## src/rtl/mips_pkg.sv

```systemverilog
// Shared constants for the multicycle MIPS control slice.
// ALU ops, opcode/funct codes, FSM states and the control bundle.
package mips_pkg;

  localparam logic [2:0] ALU_AND = 3'b000;
  localparam logic [2:0] ALU_OR  = 3'b001;
  localparam logic [2:0] ALU_ADD = 3'b010;
  localparam logic [2:0] ALU_SUB = 3'b011;
  localparam logic [2:0] ALU_SLT = 3'b100;

  localparam logic [5:0] OP_RTYPE = 6'h00;
  localparam logic [5:0] OP_J     = 6'h02;
  localparam logic [5:0] OP_BEQ   = 6'h04;
  localparam logic [5:0] OP_ADDI  = 6'h08;
  localparam logic [5:0] OP_LW    = 6'h23;
  localparam logic [5:0] OP_SW    = 6'h2B;

  localparam logic [5:0] FN_ADD = 6'h20;
  localparam logic [5:0] FN_SUB = 6'h22;
  localparam logic [5:0] FN_AND = 6'h24;
  localparam logic [5:0] FN_OR  = 6'h25;
  localparam logic [5:0] FN_SLT = 6'h2A;

  localparam logic [1:0] SRCB_REG    = 2'b00;
  localparam logic [1:0] SRCB_FOUR   = 2'b01;
  localparam logic [1:0] SRCB_IMM    = 2'b10;
  localparam logic [1:0] SRCB_IMM_SH = 2'b11;

  localparam logic [1:0] PCSRC_ALU    = 2'b00;
  localparam logic [1:0] PCSRC_ALUOUT = 2'b01;
  localparam logic [1:0] PCSRC_JUMP   = 2'b10;

  typedef enum logic [3:0] {
    S_FETCH     = 4'd0,
    S_DECODE    = 4'd1,
    S_MEM_ADDR  = 4'd2,
    S_MEM_READ  = 4'd3,
    S_MEM_WB    = 4'd4,
    S_MEM_WRITE = 4'd5,
    S_R_EXEC    = 4'd6,
    S_R_WB      = 4'd7,
    S_BRANCH    = 4'd8,
    S_JUMP      = 4'd9,
    S_ADDI_EXEC = 4'd10,
    S_ADDI_WB   = 4'd11,
    S_ILLEGAL   = 4'd12
  } state_e;

  typedef struct packed {
    logic [2:0] alu_op;
    logic       alu_src_a;
    logic [1:0] alu_src_b;
    logic       iord;
    logic       mem_read;
    logic       mem_write;
    logic       ir_write;
    logic       pc_write;
    logic       pc_write_cond;
    logic [1:0] pc_source;
    logic       reg_write;
    logic       reg_dst;
    logic       mem_to_reg;
    logic       instr_done;
  } ctrl_t;

endpackage

```

## src/rtl/mips_alu_decode.sv

```systemverilog
// R-type funct to ALU op decoder.
// Ports: funct in; alu_op out; funct_ok high for supported functs.
module mips_alu_decode
  import mips_pkg::*;
(
  input  logic [5:0] funct,
  output logic [2:0] alu_op,
  output logic       funct_ok
);

  always_comb begin
    alu_op   = ALU_ADD;
    funct_ok = 1'b1;
    unique case (funct)
      FN_ADD:  alu_op = ALU_ADD;
      FN_SUB:  alu_op = ALU_SUB;
      FN_AND:  alu_op = ALU_AND;
      FN_OR:   alu_op = ALU_OR;
      FN_SLT:  alu_op = ALU_SLT;
      default: funct_ok = 1'b0;
    endcase
  end

endmodule

```

## src/rtl/mips_mc_control.sv

```systemverilog
// Multicycle MIPS main control FSM (clk, rst_n, opcode, funct, mem_ready in;
// datapath controls, instr_done, illegal, state out). MIPS_MC_PERF_CNT_EN adds counters.
module mips_mc_control
  import mips_pkg::*;
#(
  parameter int OP_WIDTH    = 3,
  parameter int STATE_WIDTH = 4
) (
  input  logic                   clk,
  input  logic                   rst_n,
  input  logic [5:0]             opcode,
  input  logic [5:0]             funct,
  input  logic                   mem_ready,
  output logic [OP_WIDTH-1:0]    alu_op,
  output logic                   alu_src_a,
  output logic [1:0]             alu_src_b,
  output logic                   iord,
  output logic                   mem_read,
  output logic                   mem_write,
  output logic                   ir_write,
  output logic                   pc_write,
  output logic                   pc_write_cond,
  output logic [1:0]             pc_source,
  output logic                   reg_write,
  output logic                   reg_dst,
  output logic                   mem_to_reg,
  output logic                   instr_done,
  output logic                   illegal,
`ifdef MIPS_MC_PERF_CNT_EN
  output logic [31:0]            cycle_count,
  output logic [31:0]            instr_count,
`endif
  output logic [STATE_WIDTH-1:0] state
);

  state_e     cur;
  state_e     nxt;
  ctrl_t      c;
  logic [2:0] r_op;
  logic       fn_ok;
  logic       ill_q;

  mips_alu_decode u_alu_dec (
    .funct    (funct),
    .alu_op   (r_op),
    .funct_ok (fn_ok)
  );

  always_comb begin
    nxt = cur;
    unique case (cur)
      S_FETCH:     if (mem_ready) nxt = S_DECODE;
      S_DECODE: begin
        unique case (opcode)
          OP_RTYPE:     nxt = S_R_EXEC;
          OP_LW, OP_SW: nxt = S_MEM_ADDR;
          OP_BEQ:       nxt = S_BRANCH;
          OP_J:         nxt = S_JUMP;
          OP_ADDI:      nxt = S_ADDI_EXEC;
          default:      nxt = S_ILLEGAL;
        endcase
      end
      S_MEM_ADDR:  nxt = (opcode == OP_SW) ? S_MEM_WRITE : S_MEM_READ;
      S_MEM_READ:  if (mem_ready) nxt = S_MEM_WB;
      S_MEM_WRITE: if (mem_ready) nxt = S_FETCH;
      S_R_EXEC:    nxt = fn_ok ? S_R_WB : S_ILLEGAL;
      S_ADDI_EXEC: nxt = S_ADDI_WB;
      S_MEM_WB, S_R_WB, S_BRANCH, S_JUMP, S_ADDI_WB:
                   nxt = S_FETCH;
      S_ILLEGAL:   nxt = S_ILLEGAL;
      default:     nxt = S_ILLEGAL;
    endcase
  end

  always_ff @(posedge clk or negedge rst_n) begin
    if (!rst_n) begin
      cur   <= S_FETCH;
      ill_q <= 1'b0;
    end else begin
      cur <= nxt;
      if (nxt == S_ILLEGAL) ill_q <= 1'b1;
    end
  end

  // Moore decode; rst_n gates everything so a held reset issues nothing.
  always_comb begin
    c        = '0;
    c.alu_op = ALU_ADD;
    if (rst_n) begin
      unique case (cur)
        S_FETCH: begin
          c.mem_read  = 1'b1;
          c.alu_src_b = SRCB_FOUR;
          c.pc_source = PCSRC_ALU;
          c.ir_write  = mem_ready;
          c.pc_write  = mem_ready;
        end
        S_DECODE:    c.alu_src_b = SRCB_IMM_SH;
        S_MEM_ADDR, S_ADDI_EXEC: begin
          c.alu_src_a = 1'b1;
          c.alu_src_b = SRCB_IMM;
        end
        S_MEM_READ: begin
          c.mem_read = 1'b1;
          c.iord     = 1'b1;
        end
        S_MEM_WB: begin
          c.reg_write  = 1'b1;
          c.mem_to_reg = 1'b1;
          c.instr_done = 1'b1;
        end
        S_MEM_WRITE: begin
          c.mem_write  = 1'b1;
          c.iord       = 1'b1;
          c.instr_done = mem_ready;
        end
        S_R_EXEC: begin
          c.alu_src_a = 1'b1;
          c.alu_src_b = SRCB_REG;
          c.alu_op    = r_op;
        end
        S_R_WB: begin
          c.reg_write  = 1'b1;
          c.reg_dst    = 1'b1;
          c.instr_done = 1'b1;
        end
        S_BRANCH: begin
          c.alu_src_a     = 1'b1;
          c.alu_src_b     = SRCB_REG;
          c.alu_op        = ALU_SUB;
          c.pc_write_cond = 1'b1;
          c.pc_source     = PCSRC_ALUOUT;
          c.instr_done    = 1'b1;
        end
        S_JUMP: begin
          c.pc_write   = 1'b1;
          c.pc_source  = PCSRC_JUMP;
          c.instr_done = 1'b1;
        end
        S_ADDI_WB: begin
          c.reg_write  = 1'b1;
          c.instr_done = 1'b1;
        end
        default: ;
      endcase
    end
  end

  assign alu_op        = OP_WIDTH'(c.alu_op);
  assign alu_src_a     = c.alu_src_a;
  assign alu_src_b     = c.alu_src_b;
  assign iord          = c.iord;
  assign mem_read      = c.mem_read;
  assign mem_write     = c.mem_write;
  assign ir_write      = c.ir_write;
  assign pc_write      = c.pc_write;
  assign pc_write_cond = c.pc_write_cond;
  assign pc_source     = c.pc_source;
  assign reg_write     = c.reg_write;
  assign reg_dst       = c.reg_dst;
  assign mem_to_reg    = c.mem_to_reg;
  assign instr_done    = c.instr_done;
  assign illegal       = ill_q;
  assign state         = STATE_WIDTH'(cur);

`ifdef MIPS_MC_PERF_CNT_EN
  always_ff @(posedge clk or negedge rst_n) begin
    if (!rst_n) begin
      cycle_count <= '0;
      instr_count <= '0;
    end else begin
      if (cur != S_ILLEGAL) cycle_count <= cycle_count + 32'd1;
      if (c.instr_done)     instr_count <= instr_count + 32'd1;
    end
  end
`endif

endmodule

```

## config.mk

```make
export PLATFORM = sky130hd
export DESIGN_NAME = mips_mc_control
export DESIGN_NICKNAME = d
export VERILOG_FILES = /design/src/rtl/mips_pkg.sv /design/src/rtl/mips_alu_decode.sv /design/src/rtl/mips_mc_control.sv
export SDC_FILE = /design/constraint.sdc
export NUM_CORES = 1
export LEC_CHECK = 0
export CORE_MARGIN = 2
export CORE_UTILIZATION = 40
export DETAILED_ROUTE_END_ITERATION = 8
export HOLD_SLACK_MARGIN = 0.15
export MAX_ROUTING_LAYER = met4
export PLACE_DENSITY = 0.84
export SKIP_LAST_GASP = 1
export SYNTH_ARGS = -nofsm -noshare
export SYNTH_HDL_FRONTEND = slang
export SYNTH_SLANG_ARGS = --single-unit
```

## constraint.sdc

```tcl
create_clock -name clk -period 2.17 [get_ports clk]
set_input_delay 0.3255 -clock clk [delete_from_list [all_inputs] [get_ports clk]]
set_output_delay 0.3255 -clock clk [all_outputs]
set_load 0.01 [all_outputs]
```

* Word level (Yosys, flattened, before mapping)
Cells that the tools add are included.
** Operators by class
- Reduce and logical (&&, ||, !) cells :: 10
- Equality and inequality tests :: 22
- Multiplexer cells :: 24
** Operators with widths (number)
- 6-bit equality test (second input constant) :: 7
- 4-bit one-hot mux with 8 select lines :: 1
- 4-bit equality test (second input constant) :: 5
- 4-bit one-hot mux with 5 select lines :: 1
- 18-bit two-way mux :: 1
- 4-bit by 3-bit equality test with 1-bit output (second input constant) :: 4
- 4-bit two-way mux :: 4
- 3-bit one-hot mux with 4 select lines :: 1
- 1-bit two-way mux :: 10
- 5-bit OR reduction :: 2
- 4-bit by 2-bit equality test with 1-bit output (second input constant) :: 2
- 2-bit OR reduction :: 4
- 6-bit by 2-bit equality test with 1-bit output (second input constant) :: 1
- 6-bit by 3-bit equality test with 1-bit output (second input constant) :: 1
- 6-bit by 4-bit equality test with 1-bit output (second input constant) :: 1
- 6-bit zero test :: 1
- 2-bit one-hot mux with 3 select lines :: 1
- 3-bit one-hot mux with 2 select lines :: 1
- 4-bit by 1-bit equality test with 1-bit output (second input constant) :: 1
- 4-bit zero test :: 1
- 1-bit one-hot mux with 2 select lines :: 2
- 2-bit one-hot mux with 2 select lines :: 1
- 4-bit OR reduction :: 1
- 3-bit two-way mux :: 1
- 3-bit OR reduction :: 1
** Storage, ports and cells
- Logic and storage cells :: 58
- Input port bits :: 15
- Bits in registers :: 5
- Output and inout port bits :: 23

* Depth between registers and ports, before layout
- Word-level depth :: 6
- Mapped depth :: 6
- Mapped depth without buffers :: 5

* By module
From an unflattened synthesis, not the netlist that was laid out.
** Second synthesis, totals
- Cell total of the unflattened synthesis :: 99
- Area, all modules :: 724.4 um^2
** Modules (own cells, without submodules)
- mips_mc_control :: times used 1, area each 633.1 um^2, seq. area each 125.1 um^2, cells an instance 88
- mips_alu_decode :: times used 1, area each 91.3 um^2, seq. area each 0.0 um^2, cells an instance 11

* Worst setup path after synthesis
No wires, ideal clock.
- Path type :: reg-to-output
- From :: reg cur[0] (netlist: state[0])
- To :: out alu_op[0]
- Path buffers :: 1
- Path slack :: 362 ps
- Cell stages (with the launch flop) :: 5
- Arrival time :: 1483 ps
- Data required time :: 1845 ps
- Path through :: dfrtp_1 clkbuf_1 nor2_2 nand4_1 o32ai_1
** Between the ends
- Cells in the longest elaborated chain, start to end :: 3
- Elaborated cells on any way between the ends :: 4
- Those cells by class :: 2 x eq/ne; 2 x mux
** RTL lines
- start, declared :: line mips_mc_control.sv:36 : state_e cur;
- start signal, assigned :: line mips_mc_control.sv:80 : cur <= nxt;
- 4-bit equality test or 4-bit by 3-bit equality test with 1-bit output (tied branches) :: line mips_mc_control.sv:90 : unique case (cur)
- 3-bit one-hot mux with 2 select lines (*) :: line mips_mc_control.sv:90
- 18-bit two-way mux (*) :: line mips_mc_control.sv:89 : if (rst_n) begin
- end, declared :: line mips_mc_control.sv:14 : output logic [OP_WIDTH-1:0] alu_op,
Mark *: on every way between the ends. The rest lies on a longest branch, timed or not.

* Final worst setup path
- From :: reg cur[2] (netlist: state[2])
- To :: out pc_write
** Between the ends
- Cells in the longest elaborated chain, start to end :: 3
- Elaborated cells on any way between the ends :: 4
- Those cells by class :: 1 x eq/ne; 2 x mux; 1 x reduce/logical
** RTL lines
- 4-bit equality test or 4-bit zero test (tied branches) :: line mips_mc_control.sv:90
- 1-bit one-hot mux with 2 select lines (*) :: line mips_mc_control.sv:90
- 18-bit two-way mux (*) :: line mips_mc_control.sv:89
- end, declared :: line mips_mc_control.sv:21 : output logic pc_write,
Marks and branches as above.

==> results.md <==
- Fin crit period: 2.129 ns
- Reg2reg path depth: 7
- Syn nets: between 100 and 150
- TritonCTS clock tree: built
- CP Max Fanout: 10
- Max Cap Violations: 0
- Period utilisation layout: 0.9810
- Req. time, crit path: 1.84 ns
- Most used DFF post-synth: dfrtp_1
- Commonest cells in the synthesized netlist: 14 x nor2_1, 10 x nand2_1, 9 x nor3_1
- Util after Layout: 0.7734
- Critical path's largest stage delay: 0.52 ns
- Syn Area/Cell: 6.631 um^2
- Final wirelength: about 2.2 mm
- Die height: 44.72 um
- Clk Tree Root Cell: clkbuf_4
- Static Leak: 0.0004917 uW
- Ant. Diodes: 0
- Slew @ Worst Pin: 0.4108 ns
- Routed vias: 969
- Area share of the largest cell type after synthesis: 0.1887
- Final setup vio count: 0
- Worst IR Drop VDD: 0.2867 mV
- Hold Fails Final Rpt: 0
- Highest-delay cell along the critical path: clkdlybuf4s50_1
- Mapped Cells: 100
- Status: complete, no violations
- Fin Setup TNS: 0 ns
- Drt wl/cell: approximately 13 um
- #FFs+latches synth: 5
- Adder-cell share of the synthesized area: 0.01509
- CP startpoint kind: flop
- Post-synth EDFFs: 0
- I/O Pins: 38
- PortBufs: 37
- Vias per cell: 5.768
- CP delay by family, top: buffers and inverters
- GPL Wtd Cong: just under 0.9
- Total GRT Usage: 0.2485
- Clock Tree Buf Depth: 2
- Antenna-violating nets left: 0
- Final Instance Area: 1179 um^2
- Proportion of layout cells with a drive suffix above 1: 0.1711
- Library cells used by synthesis: 38
- Chip Width: around 45 um
- Clock sink count: 5
- Most instantiated library cell after synthesis: nor2_1
- CP Buf/Inv Count: 2
- H-tree depth: 1
- Slew headroom: 0.7190
- Simple-Gate Fraction of Synth Area: 0.4528
- Critical Path AT: about 1.8 ns
- Crit. path cell count: 6
- Final #Nets: 168
- Mux share of post-synthesis cell area: 0.04528
- Worst Clk Skew: 0.004874 ns
- XOR/XNOR share of the synthesized area: 0.01321
- Worst Setup End Kind: output port
- Sequential area share after synthesis: 0.1887
- 1st-iter DRT viols: 25
- Power per Cell Area: 227.3 nW/um^2
- Syn-to-layout area delta: 77.74%
- First-pass GRT wire length: 3.629 mm
- Initial core utilization: 0.4351
- Num CTS Buffers: 3
- Placed cell area: about 1100 um^2
- Post-Syn Area: 663.1 um^2
- DRC: 0
- Core Footprint: 1524 um^2
- Worst min path class: in2async
- Worst-Skew Late Latency: 0.25 ns
- Largest net degree at the start of global routing: 13
- Slew Limit Fails: 0
- FP Rows: 14
- Vias in the first global route: 861
- Largest family of logic cells by synthesized area: simple AND/OR/NAND/NOR gates
- Top cells by area in the synthesized netlist: dfrtp_1 19%, nor2_1 7.9%, nor3_1 6.8%, nor2b_1 6.6%, nand2_1 5.7%
- Asr flop ratio synth: 1.000
- Area leader, netlist: dfrtp_1
- WS Path Type: reg2out
- Highest clock rate: 469.7 MHz
- Complex-gate fraction of the synthesized area: 0.2208
- Total die area: 1999 um^2
- Yosys warning count: 0
- GRT overflow: 0
- Clock Pin Slew Worst Setup and Hold Paths: 0.04 ns
- CP cell instances: buf_4 > nor2_1 > nand2_1 > nor2_2 > or2_2 > clkdlybuf4s50_1
- RSZ-0062 raised after global routing: yes
- Drt first pass iters: 4
- Initial antenna violation count: 0
- DP HPWL: 1.815 mm
## registers in the layout, summed over array words and instances, names as in the netlist
signal and flops:
state 4, illegal 1
## power breakdown
part	switching, uW	internal (uW)	leakage [uW]
registers	0	93.6	0.0000539
clock network	38.5	69.5	0.0000150
logic	27.7	38.6	0.000423
total	66.1	202	0.000492
## cell usage in the layout, fill, tap and decap left out, drive strengths merged, types with 2 or more instances in the layout
cell	netlist	final
dfrtp	5	5
mux2i	3	3
and3	2	2
nand2	10	10
o21ai	7	7
clkdlybuf4s50	0	31
nand4	2	2
dlygate4sd2	0	4
nand3	7	7
clkbuf	2	4
a21oi	4	4
nor2b	7	7
nor3	9	9
buf	3	16
dlymetal6s2s	0	2
inv	3	3
nor2	15	15
## stage by stage
| step | hold slack, ns | std cells | worst slack [ns] | power (uW) |
|---|---|---|---|---|
| final | 0.3088 | 168 | 0.04120 | 267.9 |
| after floorplan | 0.02991 | 100 | 0.3617 | 111.5 |
| after global placement | 0.4372 | 163 | -0.07315 | 158.4 |
| after CTS | 0.3051 | 167 | 0.01825 | 268.1 |
| after detailed placement | 0.4485 | 163 | -0.1012 | 160.9 |
| after global routing | 0.3127 | 168 | -0.05873 | 281.7 |
## worst paths after layout
path                       startpoint  endpoint  slack (ns)
min in group clk              illegal   illegal        0.45
max in group asynchronous       rst_n  state[3]        1.74
max                          state[2]  pc_write        0.04
min reg2reg                   illegal   illegal        0.45
min                             rst_n  state[0]        0.31
max reg2reg                  state[2]   illegal        0.60
## metal layers
layer	GRT usage	part of all wire	vias up
li1	-	-	475
met1	0.3176	0.45	452
met2	0.4058	0.50	40
met3	0.03600	0.049	2
met4	0.07273	0.0076	0
met5	-	0	-
## logic make-up after synthesis
group,count (synthesis)
and+or+nand+nor,59
adders and majority gates,1
DFF,5
muxes,3
buffers and inverters,9
xor gates and xnor gates,1
AOI/OAI and AO/OA,22
## cell type report
cell class                 count  area, um^2
clock buffer                   4       26.28
fill                         115       345.3
multi-input combinational     86       500.5
timing repair buffer          53       490.5
sequential                     5       126.4
inverter                       4       15.01
tap                           16       20.02
## repair_timing
action | 4_1_cts | 5_1_grt
gates resized for setup | 5 | 5
hold buffers | 0 | 0
setup buffers | 0 | 1
endpoints found under the setup margin | 11 | 10
hold endpoints to repair | 0 | 0
(Power assumes the default switching activity.)
